--- src/rtl/screen_uart_pkg.sv ---
// Shared constants and FSM encoding for the screen link UART (tx and rx).
package screen_uart_pkg;

  // Bit period at 29.4912 MHz: 246 clocks, about 119.9 kbaud.
  localparam int CLKS_PER_BIT  = 246;
  localparam int FRAME_BITS_P  = 11;  // start, 8 data, parity, stop
  localparam int FRAME_BITS_NP = 10;  // start, 8 data, stop

  typedef enum logic [1:0] {
    ST_IDLE  = 2'd0,
    ST_LEAD  = 2'd1,
    ST_SHIFT = 2'd2,
    ST_TAIL  = 2'd3
  } tx_state_e;

  // Line order, LSB first out: {stop, parity, data[7:0], start}.
  // Without parity the parity slot becomes a second idle-high bit that is
  // never sent, so one 11-bit shifter serves both frame formats.
  function automatic logic [10:0] build_frame(input logic [7:0] data,
                                              input logic       parity_en,
                                              input logic       parity_odd);
    logic par;
    par = (^data) ^ parity_odd;
    if (parity_en) return {1'b1, par, data, 1'b0};
    else           return {1'b1, 1'b1, data, 1'b0};
  endfunction

endpackage

--- src/rtl/screen_baud_tick.sv ---
// Clear-able bit-period counter: one-clock tick every CLKS_PER_BIT enabled clocks.
module screen_baud_tick #(
  parameter int CLKS_PER_BIT = screen_uart_pkg::CLKS_PER_BIT
) (
  input  logic clk_i,
  input  logic rst_i,
  input  logic clr_i,
  input  logic en_i,
  output logic tick_o
);

  localparam logic [15:0] LAST = 16'(CLKS_PER_BIT - 1);

  logic [15:0] cnt_q;

  assign tick_o = en_i && (cnt_q == LAST);

  // Count enabled clocks, wrapping at the end of each bit cell; clear restarts a cell.
  always_ff @(posedge clk_i) begin
    // NOTE: sequential state uses non-blocking assignments so every flop samples pre-edge values.
    if (rst_i || clr_i) cnt_q <= '0;
    else if (en_i)      cnt_q <= (cnt_q == LAST) ? 16'd0 : cnt_q + 16'd1;
  end

endmodule

--- src/rtl/screen_tx.sv ---
// RS485 UART transmitter for the screen link, with holding register and DE guard times.
module screen_tx #(
  parameter int CLKS_PER_BIT = screen_uart_pkg::CLKS_PER_BIT,
  parameter bit PARITY_EN    = 1'b1,
  parameter bit PARITY_ODD   = 1'b0,
  parameter int DE_LEAD      = 246,
  parameter int DE_TAIL      = 246
) (
  input  logic       clk_29491200Hz,
  input  logic       rst,
  input  logic [7:0] tx_data,
  input  logic       tx_valid,
  output logic       tx_ready,
  output logic       tx_out,
  output logic       tx_de,
  output logic       tx_busy,
  output logic       tx_done
);
  import screen_uart_pkg::*;

  localparam int          FRAME_BITS = PARITY_EN ? FRAME_BITS_P : FRAME_BITS_NP;
  localparam logic [3:0]  LAST_BIT   = 4'(FRAME_BITS - 1);
  localparam logic [15:0] LEAD_LAST  = 16'(DE_LEAD - 1);
  localparam logic [15:0] TAIL_LAST  = 16'(DE_TAIL - 1);

  tx_state_e   state_q;
  logic [7:0]  hold_q;
  logic        hold_full_q;
  logic [9:0]  shreg_q;     // bits still to send after the one on tx_out_q
  logic [3:0]  bit_cnt_q;
  logic [15:0] guard_q;     // LEAD / TAIL clock counter
  logic        tx_out_q;
  logic        tx_de_q;
  logic        tx_done_q;

  logic        tick;
  logic        accept;
  logic        load;
  logic        frame_end;
  logic [10:0] frame_d;

  screen_baud_tick #(.CLKS_PER_BIT(CLKS_PER_BIT)) u_baud (
    .clk_i  (clk_29491200Hz),
    .rst_i  (rst),
    .clr_i  (load),
    .en_i   (state_q == ST_SHIFT),
    .tick_o (tick)
  );

  assign accept  = tx_valid && !hold_full_q;
  assign frame_d = build_frame(hold_q, PARITY_EN, PARITY_ODD);

  // Decide when the holding byte moves into the shifter and when a stop bit ends.
  always_comb begin
    // NOTE: every always_comb output gets a default first so no path can infer a latch.
    frame_end = 1'b0;
    load      = 1'b0;
    unique case (state_q)
      ST_IDLE:  load = hold_full_q && (DE_LEAD == 0);
      ST_LEAD:  load = (guard_q == LEAD_LAST);
      ST_SHIFT: begin
        frame_end = tick && (bit_cnt_q == LAST_BIT);
        load      = frame_end && hold_full_q;
      end
      ST_TAIL:  load = hold_full_q;
    endcase
  end

  // Holding register data; only meaningful while hold_full_q is set.
  always_ff @(posedge clk_29491200Hz) begin
    // NOTE: data-only register without reset; hold_full_q qualifies it.
    if (accept) hold_q <= tx_data;
  end

  // Transmit FSM with registered line, driver-enable and done outputs.
  always_ff @(posedge clk_29491200Hz) begin
    if (rst) begin
      state_q     <= ST_IDLE;
      hold_full_q <= 1'b0;
      shreg_q     <= '1;
      bit_cnt_q   <= '0;
      guard_q     <= '0;
      tx_out_q    <= 1'b1;
      tx_de_q     <= 1'b0;
      tx_done_q   <= 1'b0;
    end else begin
      tx_done_q   <= frame_end;
      // A load frees the slot and an accept refills it in the same edge.
      hold_full_q <= accept || (hold_full_q && !load);

      unique case (state_q)
        ST_IDLE: begin
          if (hold_full_q && (DE_LEAD != 0)) begin
            state_q <= ST_LEAD;
            guard_q <= '0;
            tx_de_q <= 1'b1;
          end
        end
        ST_LEAD: begin
          guard_q <= guard_q + 16'd1;
        end
        ST_SHIFT: begin
          if (tick) begin
            if (bit_cnt_q == LAST_BIT) begin
              tx_out_q <= 1'b1;
              guard_q  <= '0;
              if (DE_TAIL == 0) begin
                state_q <= ST_IDLE;
                tx_de_q <= 1'b0;
              end else begin
                state_q <= ST_TAIL;
              end
            end else begin
              tx_out_q  <= shreg_q[0];
              shreg_q   <= {1'b1, shreg_q[9:1]};
              bit_cnt_q <= bit_cnt_q + 4'd1;
            end
          end
        end
        ST_TAIL: begin
          if (guard_q == TAIL_LAST) begin
            state_q <= ST_IDLE;
            tx_de_q <= 1'b0;
          end else begin
            guard_q <= guard_q + 16'd1;
          end
        end
      endcase

      // Loading a frame overrides whatever the state branch chose.
      if (load) begin
        state_q             <= ST_SHIFT;
        {shreg_q, tx_out_q} <= frame_d;
        bit_cnt_q           <= '0;
        tx_de_q             <= 1'b1;
      end
    end
  end

  assign tx_ready = !hold_full_q;
  assign tx_out   = tx_out_q;
  assign tx_de    = tx_de_q;
  assign tx_done  = tx_done_q;
  assign tx_busy  = (state_q != ST_IDLE) || hold_full_q;

endmodule

--- config.mk ---
export PLATFORM = sky130hd
export DESIGN_NAME = screen_tx
export DESIGN_NICKNAME = d
export VERILOG_FILES = /design/src/rtl/screen_uart_pkg.sv /design/src/rtl/screen_baud_tick.sv /design/src/rtl/screen_tx.sv
export SDC_FILE = /design/constraint.sdc
export NUM_CORES = 1
export LEC_CHECK = 0
export BUFFER_PORTS_ARGS = -buffer_cell sky130_fd_sc_hd__buf_2
export CORE_MARGIN = 2
export CORE_UTILIZATION = 50
export CTS_CLUSTER_SIZE = 24
export DETAILED_ROUTE_END_ITERATION = 7
export GPL_TIMING_DRIVEN = 0
export PLACE_DENSITY = 0.66
export SYNTH_ARGS = -nofsm -noshare
export SYNTH_HDL_FRONTEND = slang
export SYNTH_HIERARCHICAL = 1
export SYNTH_SLANG_ARGS = --single-unit
--- constraint.sdc ---
create_clock -name clk_29491200Hz -period 4.8 [get_ports clk_29491200Hz]
set_clock_uncertainty 0.05 [all_clocks]
set_input_delay 0.24 -clock clk_29491200Hz [delete_from_list [all_inputs] [get_ports clk_29491200Hz]]
set_output_delay 0.24 -clock clk_29491200Hz [all_outputs]
set_load 0.005 [all_outputs]
# ---- Yosys cells after proc, flatten, opt, wreduce, memory -nomap -nowiden
# Cells that the tools add are included.
dict set report totals {
  regBits 59
  inputBits 11
  output_inout_bits 5
  wordCells 84
}
dict set report op_classes {
  n_addsub 3
  eq_ne 16
  n_mux 25
  bitwise_logic 2
  reduce_logical 27
}
# operator n
set ops {}
lappend ops {{16-bit 2-to-1 mux} 5}
lappend ops {{16-bit case mux with 4 select lines} 1}
lappend ops {{9-bit 2-to-1 mux} 4}
lappend ops {{16-bit by 1-bit adder with 16-bit output, second input constant} 2}
lappend ops {{16-bit by 8-bit == test with 1-bit output, second input constant} 2}
lappend ops {{2-bit != test, second input constant} 6}
lappend ops {{3-bit != test, second input constant} 4}
lappend ops {{2-bit 2-to-1 mux} 5}
lappend ops {{5-bit AND reduction} 2}
lappend ops {{3-bit AND reduction} 3}
lappend ops {{8-bit XOR reduction} 1}
lappend ops {{1-bit 2-to-1 mux} 7}
lappend ops {{2-bit case mux with 3 select lines} 1}
lappend ops {{2-bit nonzero test} 3}
lappend ops {{3-bit nonzero test} 2}
lappend ops {{1-bit logical AND} 5}
lappend ops {{4-bit by 1-bit adder with 4-bit output, second input constant} 1}
lappend ops {{2-bit == test, second input constant} 2}
lappend ops {{4-bit == test, second input constant} 1}
lappend ops {{1-bit case mux with 4 select lines} 1}
lappend ops {{4-bit AND reduction} 1}
lappend ops {{4-bit nonzero test} 1}
lappend ops {{2-bit OR reduction} 2}
lappend ops {{1-bit logical OR} 3}
lappend ops {{other kinds (6)} 8}

# ---- Logic depth before layout (Yosys ltp)
# Gate-level depths: netlist of run 1.
dict set report logic_depth {
  ltp_word 8
  mapped_depth 13
  depth_no_buf 10
}

# ---- Modules after synthesis
# Netlist of run 1, hierarchy kept.
# module n_inst cells_per_inst area_each_um2 seq_area_each_um2
set by_module_without_submodules {}
lappend by_module_without_submodules {screen_tx 1 223 2170.8 940.9}
lappend by_module_without_submodules {screen_baud_tick 1 90 812.0 320.3}

# ---- Worst setup path before layout of run 1
# No wires, ideal clock.
dict set report synth_path {
  path_kind {register to register}
  start {register state_q[0]}
  end {register guard_q[3]}
  setup_ns 0.060
  arrival_time_ns 2.640
  required_time_ns 4.690
  slack_ns 2.050
  stages_incl_launch_ff 11
  n_path_buf 1
  synth_period_minus_slack_ns 2.750
  path_cell_list {dfxtp_1 > inv_1 > ha_1 > buf_2 > nand3_2 > nor3_1 > nand4b_1 > a21oi_4 > o21ai_2 > or4_2 > nand2_1}
}
dict set report synth_between {
  elab_chain_cells 4
  elab_cells_between_ends 11
  classes_between {7 x eq/ne; 1 x mux; 3 x reduce/logical}
}
# element line
set synth_rtl {}
lappend synth_rtl {{from (decl)} screen_tx.sv:26} ;# tx_state_e state_q;
lappend synth_rtl {{from (signal assigned)} screen_tx.sv:78} ;# state_q <= ST_IDLE;
lappend synth_rtl {{from (signal assigned)} screen_tx.sv:94} ;# state_q <= ST_LEAD;
lappend synth_rtl {{from (signal assigned)} screen_tx.sv:108} ;# state_q <= ST_IDLE;
lappend synth_rtl {{2-bit == test} screen_tx.sv:46} ;# .en_i (state_q == ST_SHIFT),
lappend synth_rtl {{1-bit logical AND} screen_baud_tick.sv:16} ;# assign tick_o = en_i && (cnt_q == LAST);
lappend synth_rtl {{net tick} screen_tx.sv:36} ;# logic tick;
lappend synth_rtl {{2-bit != test (no line)} -}
lappend synth_rtl {{4-bit AND reduction (no line)} -}
lappend synth_rtl {{to (signal assigned)} screen_tx.sv:100} ;# guard_q <= guard_q + 16'd1;
lappend synth_rtl {{to (signal assigned)} screen_tx.sv:125} ;# guard_q <= guard_q + 16'd1;
lappend synth_rtl {{to (decl)} screen_tx.sv:31} ;# logic [15:0] guard_q;
# The timed path passes the listed nets, and every way through them passes these cells.
# A chain may end at the register's enable or synchronous reset.

# ---- Final worst setup path of run 1
dict set report layout_path {
  start {register state_q[0]}
  end {register u_baud.cnt_q[11]}
}
dict set report layout_between {
  elab_chain_cells 6
  elab_cells_between_ends 9
  classes_between {3 x eq/ne; 1 x mux; 5 x reduce/logical}
}
# element line
set layout_rtl {}
lappend layout_rtl {{2-bit == test} screen_tx.sv:46}
lappend layout_rtl {{1-bit logical AND} screen_baud_tick.sv:16}
lappend layout_rtl {{net tick} screen_tx.sv:36}
lappend layout_rtl {{1-bit logical AND} screen_tx.sv:62} ;# frame_end = tick && (bit_cnt_q == LAST_BIT);
lappend layout_rtl {{1-bit logical AND} screen_tx.sv:63} ;# load = frame_end && hold_full_q;
lappend layout_rtl {{1-bit case mux with 4 select lines} screen_tx.sv:58} ;# unique case (state_q)
lappend layout_rtl {{net load} screen_tx.sv:38} ;# logic load;
lappend layout_rtl {{1-bit logical OR} screen_baud_tick.sv:21} ;# if (rst_i || clr_i) cnt_q <= '0;
lappend layout_rtl {{to (signal assigned)} screen_baud_tick.sv:22} ;# else if (en_i) cnt_q <= (cnt_q == LAST) ? 16'd0 : cnt_q + 16'd1;
lappend layout_rtl {{to (decl)} screen_baud_tick.sv:14} ;# logic [15:0] cnt_q;
# The timed path passes the listed nets, and every way through them passes these cells.

==> flow_summary.yaml, run 1 <==
placement:
  gp_congestion: 0.773
  dp_hpwl_um: 4010
  dpl_cell_area_um2: 3150
  portBuffers: 15
finish:
  mostFrequentLayoutCells: "51 x dfxtp_1, 36 x nor2_1, 24 x nand2_1, 21 x xnor2_1, 17 x buf_2"
  layout-drive-gt1-share_pct: 19.2
  finalNetCount: 361
  n_antenna_cell: 0
  syn_to_final_growth_pct: 12.4
  finalInstanceArea_um2: 3350
  n_fill_cell: 524
  final_common_cell: "dfxtp_1"
power_and_ir_drop:
  clkPwrFrac_pct: 43.5
  p_int_uw: 785
  irDropWorstVdd_uv: 214
  combPwrFrac_pct: 7.4
  power.switching_uw: 270
  p_seq_share_pct: 49.1
  p_leak_uw: 0.00115
  finalPower_uw: 1050
  power_density_nw_per_um2: 315
  swShare_pct: 25.6
floorplanning:
  num_rows: 28
  fp.dieH_um: 81.2
  ios: 16
  core-area_um2: 5850
  start_util_pct: 51.0
  die_area_um2: 6600
  dieWidth_um: 81.2
sta:
  max_freq_mhz: 292
  max_slew_margin_pct: 50.7
  worst_pin_slew_ps: 738
  hold_violations: 0
  period_minus_slack_ps: 3430
  slew_violations: 0
  post-route-period-util_pct: 71.4
  setup_viol_count_final: 0
  rsz0062_at_grt: "false"
  tns_ps: 0
critical_path:
  crit_slowest_cell: "nor3_1"
  max_stage_delay_ps: 490
  start_kind: "register"
  path_cells: "inv_1, ha_1, buf_2, nand3_2, nor3_1, a31oi_1, o32ai_1, buf_4, buf_4, nor2_1, o31ai_4, buf_6, nor2_1"
  rr_worst_depth: 13
  r2r_start: "state_q[0]"
  critPathMaxFanout: 10
  rr_endpoint: "u_baud/cnt_q[11]"
  cp_data_arrival_time_ps: 3600
  required_ps: 4980
  r2r_slack_ps: 1370
  worstSetupPathType: "register to register"
  end_kind: "register"
global_route:
  grt_pass1_wl_um: 9560
  overflow: 0
  antenna_found_initial: 0
  grt_pass1_vias: 2091
  grt_max_degree: 13
  grt_usage_pct: 19.1
clocking:
  cts_sinks: 59
  cts_tree: "done"
  cts_buffers: 9
  htree_num_levels: 3
  clock-root-buffer: "clkbuf_8"
  cts_buffer_depth: 2
  cts-hold-fix-buffers: 0
  post-cts-setup-buffers: 0
  clk_transition_reported_paths_ps: 80
  cts_resized: 0
  clk_latency_ps: 340
logic_synthesis:
  synth_warnings: 6
  syn-cell-area_um2: 2980
  ys_seq_elements: 59
  yosysTopAreaCell: "dfxtp_1"
  synth-main-ff-cell: "dfxtp_1"
  synth.distinct_cells: 57
  post_synth.cell_area_avg_um2: 9.53
  synth_edf_count: 8
  synth_top_area_share_pct: 34.2
  syn_nets: 335
  syn_inst: 313
  async_reset_ff_share_pct: 0
  yosysSeqAreaShare_pct: 42.3
  synthTopCellsByArea: "dfxtp_1 34%, edfxtp_1 8.1%, xnor2_1 6.2%"
worst_hold_path:
  hold_path.class: "primary input to register"
  hold_depth: 1
  holdPathEnd: "hold_q[1]"
  holdCritStartpoint: "tx_data[1]"
drt:
  drc: 0
  vias_per_cell: 5.29
  wl_um: 5590
  vias: 2215
  dr.pass1.iters: 4
  post_drt_wl_per_cell_um: 13.3
  ant_nets: 0
  drt_iter0_drc: 115
job:
  max_cap_viol_count: 0
status:
  outcome: "finished clean"
worst max-delay path by stage:
stage | startpoint | cells past startpoint | end
floorplan | state_q[0] | 10 | guard_q[3]
global placement | state_q[0] | 13 | u_baud/cnt_q[0]
detailed placement | state_q[0] | 13 | u_baud/cnt_q[8]
CTS | state_q[0] | 13 | u_baud/cnt_q[11]
global route | state_q[0] | 13 | u_baud/cnt_q[12]
finish | state_q[0] | 13 | u_baud/cnt_q[11]
state kept, by name, indices dropped and copies added (netlist names), named ones only:
| name | cells |
|---|---|
| bit_cnt_q | 4 |
| guard_q | 16 |
| hold_full_q | 1 |
| hold_q | 8 |
| shreg_q | 9 |
| state_q | 1 |
| tx_de | 1 |
| tx_done | 1 |
| tx_out | 1 |
| u_baud/cnt_q | 16 |
metal layers:
layer	GRT usage [%]	share of wire [%]	vias up
met2	29.4	47	24
met4	6.61	0.59	0
li1	-	-	1164
met1	25.2	50	1025
met3	6.00	2.6	2
met5	0	0	-
cells by family after synthesis:
| kind of cell | after synthesis | synth area share, % |
|---|---|---|
| simple gates | 135 | 24.7 |
| buf+inv | 21 | 3.48 |
| mux | 16 | 5.70 |
| xor+xnor | 28 | 8.22 |
| flops | 59 | 42.3 |
| compound gates | 43 | 10.9 |
| fa+ha+maj | 11 | 4.61 |
cells in the mapped netlist, drive strengths merged (3+ instances only):
| master | number |
|---|---|
| dfxtp | 51 |
| nor2 | 39 |
| nand2 | 24 |
| xnor2 | 21 |
| a21oi | 14 |
| inv | 12 |
| ha | 11 |
| nand4 | 11 |
| nor3 | 10 |
| nand3 | 9 |
| o21ai | 9 |
| or3 | 9 |
| edfxtp | 8 |
| mux2 | 8 |
| mux2i | 8 |
| nand2b | 8 |
| buf | 7 |
| nor4 | 7 |
| xor2 | 7 |
| o211ai | 5 |
| or4 | 4 |
| a21o | 3 |
| and3 | 3 |
area by class of cell:
type | instances | area (um^2) | share of cell area, %
plain buffers | 9 | 58.8 | 1.75
well taps | 75 | 93.8 | 2.80
clock buffers | 9 | 124 | 3.70
clock inverters | 7 | 76.3 | 2.28
flip-flops and latches | 59 | 1260 | 37.6
repair buffers | 15 | 75.1 | 2.24
multi-input cells | 233 | 1620 | 48.3
inverters | 12 | 45.0 | 1.34
per-stage QoR:
step / utilization, % / cells / hold WS (ps) / worst slack (ps)
floorplan: - / 313 / 289 / 2050
global placement: 53.9 / 403 / 366 / 1460
detailed placement: 53.9 / 403 / 368 / 1420
CTS: 57.3 / 419 / 6.20 / 1360
global route: 57.3 / 419 / 2.66 / 1120
finish: 57.3 / 419 / 27.8 / 1370
critical path: cells and delay by family (launching register included):
family          cells  cell delay [ps]
buf+inv             5             1090
compound gates      3              620
simple gates        4              820
fa+ha+maj           1              360
flops               1              360
power groups by stage:
stage | logic [uW] | registers [uW] | clock network (uW)
6_report | 77.7 | 518 | 459
3_3_place_gp | 77.0 | 529 | 0
5_1_grt | 86.9 | 519 | 492
4_1_cts | 78.3 | 518 | 473
3_5_place_dp | 77.7 | 529 | 0
2_1_floorplan | 56.6 | 528 | 0
No activity file was read; power rests on OpenSTA's default activity.
==> inputs of run 2 (changes only) <==
Settings changed: ABC_AREA set to 1.
Clock period 4.8 ns to 3.3 ns, I/O delays scaled along.
==> run 2 against run 1 <==
Net effect:
- worst hold slack got worse by 18 ps
- clock power is 47% higher
- cell count rose by 37%
- total power up 88%
- count of clock-buffer cells in the layout did not move
- synthesized cell count is 47% higher
- sequential power up 58%
- fmax grew 21%
==> flow_summary.yaml, run 2 <==
sta:
  slew_violations: 0
  max_slew_margin_pct: 64.1
  setup_viol_count_final: 0
  max_freq_mhz: 354
  period_minus_slack_ps: 2820
  hold_violations: 0
  holdWs_ps: 9.99
  worst_pin_slew_ps: 538
  tns_ps: 0
  post-route-period-util_pct: 85.5
  rsz0062_at_grt: "false"
placement:
  portBuffers: 15
  dp_hpwl_um: 5180
  gp_congestion: 0.909
logic_synthesis:
  synth-main-ff-cell: "dfxtp_1"
  post_synth.cell_area_avg_um2: 7.19
  async_reset_ff_share_pct: 0
  synth.top_cells.by_count: "105 x nand2_1, 71 x nor2_1, 51 x dfxtp_1"
  syn-cell-area_um2: 3310
  synth_top_area_share_pct: 30.9
  synth_warnings: 6
  yosysTopAreaCell: "dfxtp_1"
  syn_nets: 482
  yosysMostFrequentCell: "nand2_1"
  syn_inst: 460
  ys_seq_elements: 59
  synthTopCellsByArea: "dfxtp_1 31%, nand2_1 12%, nor2_1 8.1%"
  synth.distinct_cells: 37
  yosysSeqAreaShare_pct: 38.1
  synth_edf_count: 8
job:
  max_cap_viol_count: 0
clocking:
  cts_tree: "done"
  clock-root-buffer: "clkbuf_8"
  cts_buffers: 9
  clk_transition_reported_paths_ps: 70
  htree_num_levels: 3
  post-cts-setup-buffers: 0
  clk_latency_ps: 350
  cts-hold-fix-buffers: 8
  cts_resized: 0
  cts_sinks: 59
  cts_buffer_depth: 2
floorplanning:
  die_area_um2: 7280
  core-area_um2: 6390
  fp.dieH_um: 85.3
  num_rows: 29
  ios: 16
  dieWidth_um: 85.3
  start_util_pct: 51.8
finish:
  finalNetCount: 516
  top_regs: "guard_q: 16 flops, u_baud/cnt_q: 16 flops, shreg_q: 9 flops"
  final_common_cell: "nand2_1"
  n_antenna_cell: 0
  syn_to_final_growth_pct: 13.7
  mostFrequentLayoutCells: "105 x nand2_1, 71 x nor2_1, 51 x dfxtp_1, 50 x inv_1, 43 x nand3_1"
  layout-drive-gt1-share_pct: 14.6
critical_path:
  rr_endpoint: "u_baud/cnt_q[12]"
  worstSetupPathType: "register to register"
  end_kind: "register"
  start_kind: "register"
  cp_data_arrival_time_ps: 3060
  r2r_start: "state_q[0]"
  r2r_slack_ps: 480
  rr_worst_depth: 18
  required_ps: 3540
  critPathMaxFanout: 10
drt:
  post_drt_wl_per_cell_um: 12.3
  wl_um: 7060
  vias: 2969
  drc: 0
  ant_nets: 0
  vias_per_cell: 5.15
  dr.pass1.iters: 4
  drt_iter0_drc: 156
power_and_ir_drop:
  p_int_uw: 1310
  swShare_pct: 33.9
  irDropWorstVdd_uv: 481
  power_density_nw_per_um2: 528
  p_leak_uw: 0.00147
  power.switching_uw: 673
  combPwrFrac_pct: 24.8
  p_seq_share_pct: 41.2
  clkPwrFrac_pct: 34.1
global_route:
  antenna_found_initial: 0
  overflow: 0
  grt_pass1_vias: 2740
  grt_usage_pct: 21.0
  grt_pass1_wl_um: 12100
  grt_max_degree: 13
status:
  outcome: "finished clean"
worst_hold_path:
  hold_depth: 2
  holdPathEnd: "guard_q[4]"
  holdCritStartpoint: "rst"
  hold_path.class: "primary input to register"
==> run 2: power by group through the flow <==
stage | combinational [uW] | clock, uW | sequential, uW
after global placement | 483 | 0 | 829
after CTS | 497 | 692 | 816
after floorplan | 371 | 0 | 821
after global routing | 548 | 733 | 823
after detailed placement | 488 | 0 | 832
final | 492 | 677 | 818
==> run 2: cells by family (layout without fill, tap and decap cells) <==
group	count (synthesis)	after routing	synth area share [%]
and+or+nand+nor	274	274	37.9
xor gates and xnor gates	15	15	3.97
buffers and inverters	62	101	8.59
DFF	59	59	38.1
AOI/OAI and AO/OA	39	39	7.19
adders and majority gates	11	11	4.16
==> run 2: worst max path at each step <==
stage          startpoint          endpoint  slack (ps)  depth (start not counted)
4_1_cts        state_q[0]  u_baud/cnt_q[12]         450                         18
2_1_floorplan  state_q[0]  u_baud/cnt_q[12]         950                         18
6_report       state_q[0]  u_baud/cnt_q[12]         480                         18
3_5_place_dp   state_q[0]  u_baud/cnt_q[12]         480                         18
5_1_grt        state_q[0]   u_baud/cnt_q[9]         160                         18
3_3_place_gp   state_q[0]  u_baud/cnt_q[15]         490                         18
==> run 2: routing by layer <==
metal | share of wire (%) | GRT usage [%] | up-vias
li1 | - | - | 1551
met1 | 49 | 27.3 | 1362
met2 | 46 | 33.9 | 44
met3 | 2.7 | 3.50 | 12
met4 | 2.1 | 9.96 | 0
met5 | 0 | 0 | -
==> run 2: per-stage QoR <==
| step | utilization, % | total power [uW] | setup slack [ps] | instance area, um^2 | instances |
|---|---|---|---|---|---|
| 2_1_floorplan | - | 1190 | 946 | 3310 | 460 |
| 3_3_place_gp | 54.5 | 1310 | 494 | 3480 | 552 |
| 3_5_place_dp | 54.5 | 1320 | 479 | 3480 | 552 |
| 4_1_cts | 58.9 | 2000 | 453 | 3760 | 576 |
| 5_1_grt | 58.9 | 2100 | 160 | 3760 | 576 |
| 6_report | 58.9 | 1990 | 478 | 3760 | 576 |
==> run 2: layout make-up <==
cell class,instances,area [um^2]
multi-input combinational,339,1760
fill,580,2630
tap,77,96.3
buffer,10,88.8
clock inverter,7,76.3
clock buffer,9,124
timing repair buffer,23,155
inverter,52,195
sequential,59,1260
==> run 2: critical path, stage by stage, from the launching register on <==
cell and delay, ps:
dfxtp_1 430, inv_1 110, ha_1 310, buf_6 190
nand2_1 60, nor2_1 50, nand2_2 120, nor2_4 60
nand2_1 130, o21bai_1 90, nand2_1 70, nand2_1 80
nand2_2 110, inv_2 110, nor2_1 240, inv_1 120
nor2_2 260, nand2_1 80, nor2_1 80
==> inputs of run 3 (changes only) <==
Settings changed: CORE_UTILIZATION 50 to 61, PLACE_DENSITY 0.66 to 0.78.
==> run 3 against run 2 <==
Net effect:
- count of clock-buffer cells in the layout did not move
- largest power group unchanged
- die area down 17%
- highest routed layer unchanged
- non-clock buffer count did not move
- fmax fell by 4.8%
==> flow_summary.yaml, run 3 (synthesis gave the netlist of run 2 again) <==
global_route:
  overflow: 0
  grt_pass1_wl_um: 12400
  antenna_found_initial: 0
  grt_max_degree: 12
  grt_usage_pct: 26.0
  grt_pass1_vias: 2839
finish:
  mostFrequentLayoutCells: "105 x nand2_1, 71 x nor2_1, 51 x dfxtp_1, 50 x inv_1, 43 x nand3_1"
  multi_input_area_um2: 1760
  n_antenna_cell: 0
  final_common_cell: "nand2_1"
  top_regs: "guard_q: 16 flops, u_baud/cnt_q: 16 flops, shreg_q: 9 flops"
  syn_to_final_growth_pct: 13.1
  instances_no_fill: 569
  finalNetCount: 516
  fin_util_pct: 72.3
  n_fill_cell: 385
  seq_area_um2: 1260
  layout-drive-gt1-share_pct: 14.2
power_and_ir_drop:
  p_leak_uw: 0.00147
  swShare_pct: 33.7
  finalPower_uw: 1970
  p_int_uw: 1310
  power.switching_uw: 663
  power_density_nw_per_um2: 526
  irDropWorstVdd_uv: 354
  p_seq_share_pct: 41.6
  combPwrFrac_pct: 25.4
  clkPwrFrac_pct: 33.0
drt:
  wl_um: 7440
  drt_iter0_drc: 143
  drc: 0
  dr.pass1.iters: 5
  vias_per_cell: 5.40
  vias: 3073
  post_drt_wl_per_cell_um: 13.1
  ant_nets: 0
sta:
  slew_violations: 0
  post-route-period-util_pct: 89.8
  setup_viol_count_final: 0
  worst_slack_ps: 337
  max_freq_mhz: 337
  worst_pin_slew_ps: 528
  rsz0062_at_grt: "false"
  hold_violations: 0
  max_slew_margin_pct: 64.8
  tns_ps: 0
  period_minus_slack_ps: 2960
placement:
  gp_congestion: 0.920
  portBuffers: 15
  dp_hpwl_um: 5110
  detailedPlace.worstSlack_ps: 388
  dp.cells: 545
critical_path:
  start_kind: "register"
  rr_endpoint: "u_baud/cnt_q[15]"
  worstSetupPathType: "register to register"
  worstSetupStartpoint: "state_q[0]"
  required_ps: 3530
  cp_data_arrival_time_ps: 3200
  end_kind: "register"
  critPathMaxFanout: 10
  rr_worst_depth: 18
  r2r_slack_ps: 340
  r2r_start: "state_q[0]"
floorplanning:
  ios: 16
  dieWidth_um: 77.6
  die_area_um2: 6030
  start_util_pct: 63.9
  core-area_um2: 5170
  fp.dieH_um: 77.6
  num_rows: 26
status:
  outcome: "finished clean"
worst_hold_path:
  hold_depth: 2
  holdCritStartpoint: "rst"
  hold_path.class: "primary input to register"
  holdPathEnd: "guard_q[4]"
job:
  max_cap_viol_count: 0
clocking:
  clk_latency_ps: 350
  cts_buffers: 9
  clock-root-buffer: "clkbuf_8"
  post-cts-setup-buffers: 0
  cts_tree: "done"
  htree_num_levels: 3
  cts_sinks: 59
  cts_buffer_depth: 2
  clk_transition_reported_paths_ps: 70
==> run 3: cell types whose count changed in the layout (fill, tap and decap cells not counted) <==
cell        change
clkinvlp_4      -1
clkinv_1        +2
inv_6           -1
==> run 3: repair_timing <==
action                                 in CTS  in global routing
gates resized for setup                     0                  0
hold buffers                                8                  0
endpoints found under the hold margin       8                  0
==> run 3: power groups by stage <==
stage	Clock [uW]	Combinational (uW)	Sequential, uW
2_1_floorplan	0	371	821
5_1_grt	688	545	824
3_3_place_gp	0	473	829
4_1_cts	654	494	817
6_report	650	500	818
3_5_place_dp	0	485	834
==> run 3: how the worst max path moves through the flow <==
stage | slack (ps) | to
after floorplan | 950 | u_baud/cnt_q[12]
after global placement | 540 | u_baud/cnt_q[15]
after detailed placement | 390 | u_baud/cnt_q[10]
after CTS | 370 | u_baud/cnt_q[12]
after global routing | 110 | u_baud/cnt_q[10]
final | 340 | u_baud/cnt_q[15]
==> run 3: cell type report <==
class | instances | share of cell area (%)
timing repair buffer | 23 | 4.15
buffer | 10 | 2.37
clock inverter | 7 | 1.81
sequential | 59 | 33.7
clock buffer | 9 | 3.31
multi-input combinational | 339 | 47.1
inverter | 52 | 5.22
tap | 70 | 2.34
==> run 3: layer usage <==
metal	wire length [um]	share of wire, %	GRT usage [%]	vias to the layer above
li1	-	-	-	1543
met1	3180	43	29.8	1402
met2	3660	49	45.2	110
met3	354	4.8	4.42	18
met4	250	3.4	15.0	0
met5	0	0	0	-
==> run 3: through the flow <==
stage	instance area (um^2)	hold WS, ps
after global routing	3740	14.8
after CTS	3740	9.26
final	3740	17.7
after floorplan	3310	177
after detailed placement	3470	294
after global placement	3470	291
==> run 3: worst max-delay path, stage by stage (launching register included) <==
cell,delay [ps]
dfxtp_1,440
inv_1,130
ha_1,330
buf_6,190
nand2_1,60
nor2_1,50
nand2_2,120
nor2_4,60
nand2_1,140
o21bai_1,100
nand2_1,70
nand2_1,80
nand2_2,130
inv_2,110
nor2_1,230
inv_1,140
nor2_2,270
nand2_1,90
nor2_1,90
